$ cat config.mk
export PLATFORM = sky130hd
export DESIGN_NAME = multi_operand_proc
export DESIGN_NICKNAME = d
export VERILOG_FILES = /design/src/rtl/multi_operand_proc.sv
export SDC_FILE = /design/constraint.sdc
export NUM_CORES = 1
export LEC_CHECK = 0
export ABC_AREA = 0
export BUFFER_PORTS_ARGS = -buffer_cell sky130_fd_sc_hd__buf_2
export CAP_MARGIN = 15
export CORE_MARGIN = 10
export CORE_UTILIZATION = 45
export DETAILED_ROUTE_END_ITERATION = 8
export GPL_ROUTABILITY_DRIVEN = 1
export SLEW_MARGIN = 20
export SYNTH_ARGS = -nofsm -noshare
export SYNTH_HDL_FRONTEND = slang
export SYNTH_SLANG_ARGS = --single-unit
$ cat constraint.sdc
create_clock -name clk -period 3.9 [get_ports clk]
set_input_delay 0.78 -clock clk [delete_from_list [all_inputs] [get_ports clk]]
set_output_delay 0.78 -clock clk [all_outputs]
set_load 0.01 [all_outputs]
$ cat src/rtl/multi_operand_proc.sv
// Operand-reduction processor: NUM_IN indexed operand registers folded into one
// result, one operand per cycle, using sum / unsigned max / unsigned min / xor.
module multi_operand_proc #(
  parameter int WIDTH  = 4,
  parameter int NUM_IN = 4,
  localparam int IDX_W = (NUM_IN > 1) ? $clog2(NUM_IN) : 1
) (
  input  logic             clk,
  input  logic             rst,
  input  logic             ld_en,
  input  logic [IDX_W-1:0] ld_idx,
  input  logic [WIDTH-1:0] ld_data,
  input  logic             start,
  input  logic [1:0]       mode,
  output logic [WIDTH-1:0] out,
  output logic             ovf,
  output logic             proc,
  output logic             rdy
);

  typedef enum logic [1:0] {IDLE, PROC, DONE} state_t;

  state_t           state_q, state_d;
  logic [WIDTH-1:0] regs_q [NUM_IN];
  logic [WIDTH-1:0] regs_d [NUM_IN];
  logic [WIDTH-1:0] acc_q, acc_d;
  logic [IDX_W-1:0] cnt_q, cnt_d;
  logic [1:0]       mode_q, mode_d;
  logic             ovf_acc_q, ovf_acc_d;
  logic [WIDTH-1:0] out_q, out_d;
  logic             ovf_q, ovf_d;
  logic [WIDTH:0]   step;
  logic             load_ok;

  // Bit WIDTH of the result carries the sum carry-out; it is zero for other modes.
  function automatic logic [WIDTH:0] reduce_op(input logic [1:0] m,
                                               input logic [WIDTH-1:0] a,
                                               input logic [WIDTH-1:0] b);
    case (m)
      2'b00:   return {1'b0, a} + {1'b0, b};
      2'b01:   return {1'b0, (a > b) ? a : b};
      2'b10:   return {1'b0, (a < b) ? a : b};
      default: return {1'b0, a ^ b};
    endcase
  endfunction

  assign step    = reduce_op(mode_q, acc_q, regs_q[cnt_q]);
  assign load_ok = ld_en && (state_q != PROC) && (32'(ld_idx) < NUM_IN);

  always_comb begin
    state_d   = state_q;
    regs_d    = regs_q;
    acc_d     = acc_q;
    cnt_d     = cnt_q;
    mode_d    = mode_q;
    ovf_acc_d = ovf_acc_q;
    out_d     = out_q;
    ovf_d     = ovf_q;
    case (state_q)
      PROC: begin
        acc_d     = step[WIDTH-1:0];
        cnt_d     = cnt_q + IDX_W'(1);
        ovf_acc_d = ovf_acc_q | ((mode_q == 2'b00) & step[WIDTH]);
        if (cnt_q == IDX_W'(NUM_IN - 1)) begin
          out_d   = step[WIDTH-1:0];
          ovf_d   = ovf_acc_d;
          state_d = DONE;
        end
      end
      default: begin
        // Start reads regs_q, so a same-edge load lands after the reduction samples.
        if (load_ok) regs_d[ld_idx] = ld_data;
        if (start) begin
          mode_d    = mode;
          acc_d     = regs_q[0];
          cnt_d     = IDX_W'(1);
          ovf_acc_d = 1'b0;
          if (NUM_IN == 1) begin
            out_d   = regs_q[0];
            ovf_d   = 1'b0;
            state_d = DONE;
          end else begin
            state_d = PROC;
          end
        end
      end
    endcase
  end

  always_ff @(posedge clk) begin
    if (rst) begin
      state_q   <= IDLE;
      for (int i = 0; i < NUM_IN; i++) regs_q[i] <= '0;
      acc_q     <= '0;
      cnt_q     <= '0;
      mode_q    <= 2'b00;
      ovf_acc_q <= 1'b0;
      out_q     <= '0;
      ovf_q     <= 1'b0;
    end else begin
      state_q   <= state_d;
      regs_q    <= regs_d;
      acc_q     <= acc_d;
      cnt_q     <= cnt_d;
      mode_q    <= mode_d;
      ovf_acc_q <= ovf_acc_d;
      out_q     <= out_d;
      ovf_q     <= ovf_d;
    end
  end

  assign out  = out_q;
  assign ovf  = ovf_q;
  assign proc = (state_q == PROC);
  assign rdy  = (state_q == DONE);

endmodule
==> results.md <==
* Area leader, netlist: dfxtp_1
* Die ar. at 7210 sq um
* Max-slew violations at 0
* Unique cell type count in the Yosys netlist at 42
* Largest net degree at the start of global routing at 35
* Worst endpoint data arrival time at 3.16 ns
* Die Y-Extent at 84.9 um
* FFs w/ async S/R, synth at 0%
* CTS root buf: clkbuf_8
* Commonest non-fill, non-tap cell in the layout: nand2_1
* Total power at 0.715 mW
* Clock network fraction of total power at 36.8%
* Minimum clock period at 3.03 ns
* Commonest non-fill, non-tap cells in the layout: nand2_1, dfxtp_1, a21oi_1, nor2_1, buf_2
* FF-to-FF path depth at 9
* Initial Util at 47.1%
* Congestion Overflow GR at 0
* Pre-antenna DRT Iters at 4
* Dominant synthesized flop cell: dfxtp_1
* Top cells by area, synth: dfxtp_1, mux2i_1, ha_1
* Setup bufs post-CTS at 0
* Hold Buf Count CTS at 0
* Placed cells at 272
* Cell breakdown of the critical path: mux4_1 > inv_1 > ha_1 > nor2b_1 > o211ai_2 > and2_1 > mux2_2 > a211oi_2 > a221oi_1
* Largest stage delay on the critical path at 0.65 ns
* Routed vias at 1,534
* Initial antenna violation count at 0
* Register area share after synthesis at 33.8%
* Core area at 4030 sq um
* R2R Setup Slk at 0.87 ns
* Slowest-stage cell, CP: mux4_1
* H-tree levels at 2
* DRC at 0
* Startpoint types: register
* Area grow syn2layout at 7.12%
* WL/cell at 14.8 um
* Synthesized Nets at 242
* Power Dens Cells at 352 nW/um^2
* Buffers on Ports at 18
* Worst relative slew slack at 46.5%
* Longest Clk Path Bufs at 2
* Post-route cell area at 2030 sq um
* CTS tree: yes
* Hold Crit Class: reg2reg
* Global Route Usage Sum at 11.8%
* Num rows at 23
* Worst-path clk slew at 0.07 ns
* Iter 0 DRT Violations at 149
* Die W at 84.9 um
* Min Hold Slack at 0.452 ns
* Status: finished, final reports clean
* NetSw at 0.193 mW
* RSZ-0062 raised after global routing: false
* Setup TNS at 0 ns
* Routability Congestion at 0.843
* Cell Int Power at 0.522 mW
* Mean post-synth cell area at 8.66 sq um
* Peak Freq at 330 MHz
* Final setup vio count at 0
* Post-synthesis instance total at 219
* First-pass GRT wire length at 7140 um
* Synthesized flop and latch total at 32
* Max-Cap Viols at 0
* CP endpoint: acc_q[0]
* Fin. Hold Viols at 0
* Worst clock skew at 0.00954 ns
* Share of the synthesized area in the top cell type at 33.8%
* Routed WL at 4150 um
* Vias per inst at 5.48
* Number of diodes at 0
* CP endpoint kind: register
* Netlist Area Pre-Place at 1900 sq um
* PostCTS Resize Cnt at 0
* Final antenna-violating net count at 0
* Post-DP Area at 1940 sq um
* Worst VDD drop at 0.000302 V
* Tcrit/Tclk final at 77.7%
* Worst Setup Path Type: reg2reg
* Io pins at 19
* LEAKAGE at 0.802 nW
* Worst-margin pin slew at 0.797 ns
* CP startpoint: cnt_q[0]
* Crit-path max FO at 7
* YS warnings at 0
* Num CTS Buffers at 5
* Reg2reg end: acc_q[0]
* Combinational share of power at 14.0%
* Clock Latency Late Sink at 0.28 ns
* Share of cells above drive strength 1 at 14.8%
* Vias in the first global route at 1,499
* CTS Sinks at 32
* Layout Nets at 252
* Non-Filler Instances at 280
* Dpl hpwl at 3090 um
* R2R Path Start: cnt_q[0]
* CP Data Required Time at 4.03 ns
* Switching share of power at 27.0%
* Number of flops mapped to enable cells by yosys at 0
* Sequential Power Share at 49.2%
[power groups by stage]
stage	combinational, mW	sequential, mW	clock, mW
after floorplan	0.0908	0.351	0
after global placement	0.101	0.359	0
after detailed placement	0.100	0.359	0
after CTS	0.101	0.352	0.274
after global routing	0.113	0.354	0.286
final	0.100	0.352	0.263
[final cells by class]
| type | count | area [sq um] |
|---|---|---|
| fillers | 399 | 2000 |
| multi-input cells | 164 | 1110 |
| flip-flops and latches | 32 | 641 |
| well taps | 50 | 62.6 |
| clock buffers | 7 | 86.3 |
| clock inverters | 1 | 7.51 |
| repair buffers | 18 | 90.1 |
| inverters | 8 | 30.0 |
[flip-flops by register name, indices dropped and copies added (netlist names)]
register	count
acc_q	4
cnt_q	2
mode_q	2
out	4
ovf	1
ovf_acc_q	1
regs_q	16
state_q	2
[per-stage QoR]
step                util (%)  setup WS [ns]
finish                  50.4          0.870
global route            50.4          0.621
CTS                     50.4          0.872
detailed placement      48.1          0.871
global placement        48.1          0.918
floorplan                  -           1.18
[routing by layer]
| layer | routed length [um] | share of wire (%) | global-route usage [%] |
|---|---|---|---|
| met1 | 1990 | 48 | 14.2 |
| met2 | 1980 | 48 | 19.9 |
| met3 | 120 | 2.9 | 3.15 |
| met4 | 50 | 1.2 | 4.04 |
| met5 | 0 | 0 | 0 |
[logic make-up after synthesis]
family | after synthesis | synth area share (%)
xor+xnor | 2 | 0.924
buf+inv | 23 | 7.45
mux | 21 | 14.3
simple gates | 82 | 19.4
flops | 32 | 33.8
compound gates | 48 | 16.5
fa+ha+maj | 11 | 7.65
[critical path, delay by kind of cell (launching register included)]
family | cells | cell delay [ns]
multiplexers | 2 | 1.01
AO/OA/AOI/OAI | 3 | 0.57
flip-flops | 1 | 0.51
AND/OR/NAND/NOR | 2 | 0.36
adder cells (fa/ha/maj) | 1 | 0.26
buffers and inverters | 1 | 0.17
[cells in the mapped netlist, types with 3 or more instances]
cell / n
clkbuf_1: 4
nor3_1: 6
buf_6: 6
nand3_1: 10
o31ai_1: 4
nor2_1: 19
buf_2: 4
a21oi_1: 20
nor2b_1: 5
dfxtp_1: 32
inv_1: 8
mux2i_1: 14
a211oi_1: 3
nand2_1: 33
o21ai_0: 6
ha_1: 10
[worst min path at each step]
stage	to	cells after the start	startpoint
6_report	regs_q[9]	2	regs_q[9]
5_1_grt	regs_q[7]	2	regs_q[7]
4_1_cts	regs_q[9]	2	regs_q[9]
3_5_place_dp	regs_q[9]	2	regs_q[9]
3_3_place_gp	out[2]	2	out[2]
2_1_floorplan	regs_q[10]	2	regs_q[10]
Power figures use the tool's default switching activity.
